--- config.mk ---
export PLATFORM = sky130hd
export DESIGN_NAME = button_conditioner
export DESIGN_NICKNAME = d
export VERILOG_FILES = /design/src/rtl/button_conditioner_pkg.sv /design/src/rtl/button_conditioner_channel.sv /design/src/rtl/button_conditioner.sv
export SDC_FILE = /design/constraint.sdc
export NUM_CORES = 1
export LEC_CHECK = 0
export BUFFER_PORTS_ARGS = -buffer_cell sky130_fd_sc_hd__buf_4
export CAP_MARGIN = 10
export CORE_MARGIN = 5
export CORE_UTILIZATION = 67
export DETAILED_ROUTE_END_ITERATION = 12
export GPL_ROUTABILITY_DRIVEN = 0
export MAX_ROUTING_LAYER = met4
export PLACE_DENSITY = 0.85
export SYNTH_ARGS = -nofsm -noshare
export SYNTH_HDL_FRONTEND = slang
export SYNTH_SLANG_ARGS = --single-unit
export TNS_END_PERCENT = 100
--- constraint.sdc ---
create_clock -name clk -period 11.5 [get_ports clk]
set_clock_uncertainty 0.2 [all_clocks]
set_input_delay 1.725 -clock clk [delete_from_list [all_inputs] [get_ports clk]]
set_output_delay 1.725 -clock clk [all_outputs]
set_load 0.03 [all_outputs]
--- src/rtl/button_conditioner_pkg.sv ---
// Shared constants and elaboration helpers for the button conditioner block.
// Counter widths are derived from the channel timing parameters.
package button_conditioner_pkg;

    localparam int DEF_WIDTH          = 4;
    localparam int DEF_SYNC_STAGES    = 2;
    localparam int DEF_SAMPLE_CNT_MAX = 40000;
    localparam int DEF_PULSE_CNT_MAX  = 200;
    localparam int DEF_LONG_CNT_MAX   = 2000;
    localparam int DEF_REPEAT_CNT_MAX = 400;

    // Width of a counter that must hold values 0..max_val (never below 1 bit).
    function automatic int cnt_w(input int max_val);
        return (max_val < 1) ? 1 : $clog2(max_val + 1);
    endfunction

    function automatic int pre_w(input int sample_cnt_max);
        return cnt_w(sample_cnt_max);
    endfunction

    function automatic int diff_w(input int pulse_cnt_max);
        return cnt_w(pulse_cnt_max);
    endfunction

    function automatic int hold_w(input int long_cnt_max, input int repeat_cnt_max);
        return cnt_w(long_cnt_max + repeat_cnt_max);
    endfunction

    function automatic int rpt_w(input int repeat_cnt_max);
        return cnt_w(repeat_cnt_max);
    endfunction

    localparam int PRE_W  = pre_w(DEF_SAMPLE_CNT_MAX);
    localparam int DIFF_W = diff_w(DEF_PULSE_CNT_MAX);
    localparam int HOLD_W = hold_w(DEF_LONG_CNT_MAX, DEF_REPEAT_CNT_MAX);
    localparam int RPT_W  = rpt_w(DEF_REPEAT_CNT_MAX);

    function automatic bit params_legal(
        input int width,
        input int sync_stages,
        input int sample_cnt_max,
        input int pulse_cnt_max,
        input int long_cnt_max,
        input int repeat_cnt_max
    );
        return (width >= 1) && (sync_stages >= 2) && (sample_cnt_max >= 1) &&
               (pulse_cnt_max >= 1) && (long_cnt_max > pulse_cnt_max) &&
               (repeat_cnt_max >= 1);
    endfunction

endpackage

--- src/rtl/button_conditioner_channel.sv ---
// One conditioned input: synchroniser, integrating debounce, edge pulses,
// long-press detection and auto-repeat, all advanced by the shared sample tick.
module button_channel
    import button_conditioner_pkg::*;
#(
    parameter int SYNC_STAGES    = DEF_SYNC_STAGES,
    parameter int PULSE_CNT_MAX  = DEF_PULSE_CNT_MAX,
    parameter int LONG_CNT_MAX   = DEF_LONG_CNT_MAX,
    parameter int REPEAT_CNT_MAX = DEF_REPEAT_CNT_MAX
) (
    input  logic clk,
    input  logic rst,
    input  logic tick_i,
    input  logic in_i,
    input  logic repeat_en_i,
    output logic level_o,
    output logic press_o,
    output logic release_o,
    output logic long_press_o,
    output logic rpt_o
);

    localparam int DIFF_BITS = diff_w(PULSE_CNT_MAX);
    localparam int HOLD_BITS = hold_w(LONG_CNT_MAX, REPEAT_CNT_MAX);
    localparam int RPT_BITS  = rpt_w(REPEAT_CNT_MAX);

    localparam logic [DIFF_BITS-1:0] DIFF_LAST = DIFF_BITS'(PULSE_CNT_MAX - 1);
    localparam logic [HOLD_BITS-1:0] HOLD_PRE  = HOLD_BITS'(LONG_CNT_MAX - 1);
    localparam logic [HOLD_BITS-1:0] HOLD_LONG = HOLD_BITS'(LONG_CNT_MAX);
    localparam logic [HOLD_BITS-1:0] HOLD_SAT  = HOLD_BITS'(LONG_CNT_MAX + REPEAT_CNT_MAX);
    localparam logic [RPT_BITS-1:0]  RPT_LAST  = RPT_BITS'(REPEAT_CNT_MAX - 1);

    logic [SYNC_STAGES-1:0] sync_q;
    logic                   sync;
    logic [DIFF_BITS-1:0]   diff_q, diff_d;
    logic [HOLD_BITS-1:0]   hold_q, hold_d;
    logic [RPT_BITS-1:0]    rcnt_q, rcnt_d;
    logic                   level_q, level_d;
    logic                   press_q, press_d;
    logic                   release_q, release_d;
    logic                   long_q, long_d;
    logic                   rpt_q, rpt_d;

    assign sync = sync_q[SYNC_STAGES-1];

    // NOTE: every variable gets a default before any branch so no path leaves
    // it unassigned; otherwise synthesis infers a latch.
    always_comb begin
        diff_d    = diff_q;
        level_d   = level_q;
        hold_d    = hold_q;
        rcnt_d    = rcnt_q;
        press_d   = 1'b0;
        release_d = 1'b0;
        long_d    = 1'b0;
        rpt_d     = 1'b0;

        if (tick_i) begin
            if (sync == level_q) begin
                diff_d = '0;
            end else if (diff_q == DIFF_LAST) begin
                level_d   = ~level_q;
                diff_d    = '0;
                press_d   = ~level_q;
                release_d = level_q;
            end else begin
                diff_d = diff_q + DIFF_BITS'(1);
            end

            if (level_q) begin
                if (hold_q != HOLD_SAT) begin
                    hold_d = hold_q + HOLD_BITS'(1);
                end
                long_d = (hold_q == HOLD_PRE);
                // Repeat phase runs on its own wrapping counter once long_press has fired.
                if (hold_q >= HOLD_LONG) begin
                    if (rcnt_q == RPT_LAST) begin
                        rcnt_d = '0;
                        rpt_d  = repeat_en_i;
                    end else begin
                        rcnt_d = rcnt_q + RPT_BITS'(1);
                    end
                end
            end
        end

        if (!level_q) begin
            hold_d = '0;
            rcnt_d = '0;
        end
    end

    // NOTE: state registers use non-blocking assignments so every flop samples
    // the pre-edge value of its neighbours, as the synchroniser shift relies on.
    always_ff @(posedge clk or posedge rst) begin
        if (rst) begin
            sync_q    <= '0;
            diff_q    <= '0;
            hold_q    <= '0;
            rcnt_q    <= '0;
            level_q   <= 1'b0;
            press_q   <= 1'b0;
            release_q <= 1'b0;
            long_q    <= 1'b0;
            rpt_q     <= 1'b0;
        end else begin
            sync_q    <= {sync_q[SYNC_STAGES-2:0], in_i};
            diff_q    <= diff_d;
            hold_q    <= hold_d;
            rcnt_q    <= rcnt_d;
            level_q   <= level_d;
            press_q   <= press_d;
            release_q <= release_d;
            long_q    <= long_d;
            rpt_q     <= rpt_d;
        end
    end

    assign level_o      = level_q;
    assign press_o      = press_q;
    assign release_o    = release_q;
    assign long_press_o = long_q;
    assign rpt_o        = rpt_q;

endmodule

--- src/rtl/button_conditioner.sv ---
// Conditions WIDTH asynchronous button/switch inputs into clean clk-domain levels
// and event pulses; one shared prescaler paces every channel's sampling.
module button_conditioner
    import button_conditioner_pkg::*;
#(
    parameter int WIDTH          = DEF_WIDTH,
    parameter int SYNC_STAGES    = DEF_SYNC_STAGES,
    parameter int SAMPLE_CNT_MAX = DEF_SAMPLE_CNT_MAX,
    parameter int PULSE_CNT_MAX  = DEF_PULSE_CNT_MAX,
    parameter int LONG_CNT_MAX   = DEF_LONG_CNT_MAX,
    parameter int REPEAT_CNT_MAX = DEF_REPEAT_CNT_MAX
) (
    input  logic             clk,
    input  logic             rst,
    input  logic [WIDTH-1:0] in_i,
    input  logic [WIDTH-1:0] repeat_en_i,
    output logic [WIDTH-1:0] level_o,
    output logic [WIDTH-1:0] press_o,
    output logic [WIDTH-1:0] release_o,
    output logic [WIDTH-1:0] long_press_o,
    output logic [WIDTH-1:0] rpt_o
);

    localparam int PRE_BITS = pre_w(SAMPLE_CNT_MAX);
    localparam logic [PRE_BITS-1:0] PRE_LAST = PRE_BITS'(SAMPLE_CNT_MAX - 1);

    if (!params_legal(WIDTH, SYNC_STAGES, SAMPLE_CNT_MAX, PULSE_CNT_MAX,
                      LONG_CNT_MAX, REPEAT_CNT_MAX)) begin : g_param_check
        $error("button_conditioner: illegal parameter combination");
    end

    logic [PRE_BITS-1:0] pre_q, pre_d;
    logic                tick;

    // tick is combinational so channels act in the same cycle the count wraps.
    always_comb begin
        tick  = (pre_q == PRE_LAST);
        pre_d = tick ? '0 : pre_q + PRE_BITS'(1);
    end

    always_ff @(posedge clk or posedge rst) begin
        if (rst) begin
            pre_q <= '0;
        end else begin
            pre_q <= pre_d;
        end
    end

    for (genvar i = 0; i < WIDTH; i++) begin : g_ch
        button_channel #(
            .SYNC_STAGES   (SYNC_STAGES),
            .PULSE_CNT_MAX (PULSE_CNT_MAX),
            .LONG_CNT_MAX  (LONG_CNT_MAX),
            .REPEAT_CNT_MAX(REPEAT_CNT_MAX)
        ) u_ch (
            .clk         (clk),
            .rst         (rst),
            .tick_i      (tick),
            .in_i        (in_i[i]),
            .repeat_en_i (repeat_en_i[i]),
            .level_o     (level_o[i]),
            .press_o     (press_o[i]),
            .release_o   (release_o[i]),
            .long_press_o(long_press_o[i]),
            .rpt_o       (rpt_o[i])
        );
    end

endmodule
==> flow_summary.toml <==
[outcome]
status = "completed"

[setup_path]
crit_fanout = 28
critPathRequiredTime_ps = 9580
cp_slowest_cell = "dfrtp_1"
critPathCaptureType = "output pin"
arrival_ps = 1590
r2r_cells = 6
critPathTopFamily = "flip-flops"
crit_start = "g_ch[0].u_ch.level_o"
cp.depth = 1
worst_setup_path_start_kind = "flip-flop"
critPathMaxStageDelay_ps = 860
critPathKind = "flip-flop to output pin"
r2r_start = "pre_q[8]"
reg2reg_to = "g_ch[0].u_ch.rcnt_q[8]"
rrSetupSlack_ps = 8450
worstSetupEndpoint = "level_o[0]"
crit_buf_inv = 1
path_cells = "buf_4"

[cts]
path_clk_slew_ps = 60
cts_max_path_buffers = 2
cts_resized = 0
cts_tree = "done"
cts_setup_buffers = 0
cts.htree.levels = 4
clkLatencyLatePin_ps = 440
numCtsBuffers = 17
cts.sinks = 160
clockRootBuffer = "clkbuf_16"
hold_buffers = 0

[sta]
drv_slew = 0
final.setup.tns_ps = 0
min_period_ps = 3510
rsz0062_at_grt = "false"
worst_pin_slew_ps = 1140
timing.final.ws_setup_ps = 7990
period_share_pct = 30.6
hold_viol = 0
relSlewSlack_pct = 23.2
setup_viol = 0
max_freq_mhz = 285

[run]
drv_cap = 0

[logic_synthesis]
ys_seq_area_share_pct = 46.9
ys_warn_count = 0
async_reset_ff_share_pct = 100
postSynthCellCount = 881
synth_compound_area_share_pct = 9.67
synth.area.mux_share_pct = 1.35
yosys.area_share.adder_pct = 2.49
synth_edf_count = 0
syn_area_mm2 = 0.00853
synthSimpleGateAreaFrac_pct = 29.0
synth_xor_area_share_pct = 6.37
ys.flop_type = "dfrtp_1"
synth_top_family_by_area = "simple AND/OR/NAND/NOR gates"
syn_nets = 908
avgSynthCellArea_um2 = 9.68
synth_cell_type_count = 67
synth-seq-cells = 160

[global_routing]
grt_pass1_vias = 6532
grt_usage_pct = 25.4
grt_max_degree = 110
grt_first_pass_wirelength_um = 29800
antenna_found_initial = 0
globalRouteOverflowTotal = 0

[power]
vdd_drop_max_mv = 0.128
p_per_area_mw_per_mm2 = 124
power_leakage_nw = 4.01

[floorplan]
die_h_um = 123
die_area_mm2 = 0.0151
pin_count = 30
start_util_pct = 67.9
die_w_um = 123
core_mm2 = 0.0126
fp-row-count = 41

[cells_and_area]
layout-drive-gt1-share_pct = 9.72
fin_nets = 910
area_growth_pct = 9.24
diodes = 0

[route]
wirelength_um = 17600
vias = 6604
drc = 0
wl_per_cell_um = 16.5
drt_iter0_markers = 672
firstDrtPassIters = 6
vias_per_cell = 6.19
ant_nets = 0

[place]
port_buffers = 29
dp_hpwl_um = 11400
place_ws_ps = 8030

[min_path]
hold_class = "flip-flop to flip-flop"
-- metal layers --
layer,up-vias,part of all wire (%),GRT usage (%)
met3,28,4.2,6.22
met1,3257,44,30.8
met4,0,1.2,10.0
met5,-,0,-
met2,184,50,41.2
li1,3135,-,-
-- area by class of cell --
class                   instances  area, µm²
clock inverters                10        136
multi-input cells             650       4170
inverters                      20       80.1
fillers                       869       3250
clock buffers                  21        460
repair buffers                 34        255
flip-flops and latches        160       4000
well taps                     172        215
-- power by group --
group	leakage, nW	total (W)	internal [W]	switching [W]
Combinational	1.52	0.0000160	0.00000329	0.0000127
Clock	0.285	0.000575	0.000350	0.000224
Sequential	2.20	0.000566	0.000564	0.00000115
-- cells by family (layout without fill, tap and decap cells) --
| kind of cell | Yosys count | after routing |
|---|---|---|
| AO/OA/AOI/OAI | 125 | 125 |
| XOR/XNOR | 62 | 62 |
| adder cells (fa/ha/maj) | 17 | 17 |
| buffers and inverters | 71 | 85 |
| flip-flops | 160 | 160 |
| multiplexers | 11 | 11 |
| AND/OR/NAND/NOR | 435 | 435 |
-- registers in the layout, summed over array words and instances, names as in the netlist --
| signal | count |
|---|---|
| g_ch.u_ch.hold_q | 48 |
| g_ch.u_ch.rcnt_q | 36 |
| g_ch.u_ch.diff_q | 32 |
| pre_q | 16 |
| g_ch.u_ch.sync_q | 8 |
| g_ch.u_ch.level_o | 4 |
| g_ch.u_ch.long_press_o | 4 |
| g_ch.u_ch.press_o | 4 |
| g_ch.u_ch.release_o | 4 |
| g_ch.u_ch.rpt_o | 4 |
-- through the flow --
stage / total power [W] / hold slack, ps / std cells / cell area [µm²] / utilization (%)
2_1_floorplan: 0.000586 / 131 / 881 / 8530 / -
3_3_place_gp: 0.000592 / 136 / 1036 / 8720 / 69.4
3_5_place_dp: 0.000593 / 138 / 1036 / 8720 / 69.4
4_1_cts: 0.00116 / 150 / 1067 / 9320 / 74.1
5_1_grt: 0.00119 / 177 / 1067 / 9320 / 74.1
6_report: 0.00116 / 145 / 1067 / 9320 / 74.1
-- layout by cell type (no fill, tap or decap), drive strengths merged, types with 10 or more instances in the layout --
cell / instances
dfrtp: 160
nand2: 95
nand3: 64
o21ai: 51
and2: 45
nor2: 42
xnor2: 38
buf: 34
nand4: 31
and3: 28
nor3: 25
xor2: 24
clkbuf: 21
inv: 20
a21boi: 19
ha: 17
or3: 15
nor4: 14
nor2b: 13
nor3b: 11
and4: 10
-- how the worst min path moves through the flow --
stage                           startpoint  slack (ps)  cells after the start                     end
floorplan           g_ch[0].u_ch.sync_q[0]         130                      0  g_ch[0].u_ch.sync_q[1]
global placement    g_ch[2].u_ch.sync_q[0]         140                      0  g_ch[2].u_ch.sync_q[1]
detailed placement  g_ch[0].u_ch.sync_q[0]         140                      0  g_ch[0].u_ch.sync_q[1]
CTS                 g_ch[2].u_ch.sync_q[0]         150                      0  g_ch[2].u_ch.sync_q[1]
global route        g_ch[0].u_ch.sync_q[0]         180                      0  g_ch[0].u_ch.sync_q[1]
finish              g_ch[2].u_ch.sync_q[0]         140                      0  g_ch[2].u_ch.sync_q[1]
-- cells in the mapped netlist, types with 10 or more instances --
| cell type | n | area (µm²) |
|---|---|---|
| o21ai_0 | 50 | 250 |
| xnor2_1 | 38 | 333 |
| buf_4 | 20 | 150 |
| a21boi_0 | 18 | 135 |
| nor3b_1 | 11 | 82.6 |
| and4_1 | 10 | 87.6 |
| nand4_1 | 31 | 194 |
| nand2_1 | 95 | 357 |
| ha_1 | 17 | 213 |
| nor2b_1 | 13 | 81.3 |
| and3_1 | 28 | 175 |
| or3_1 | 14 | 87.6 |
| nand3_1 | 64 | 320 |
| dfrtp_1 | 160 | 4000 |
| inv_1 | 20 | 75.1 |
| clkbuf_1 | 27 | 101 |
| and2_1 | 45 | 282 |
| xor2_1 | 24 | 210 |
| nor2_1 | 42 | 158 |
| nor3_1 | 23 | 115 |
(Power assumes the default switching activity.)
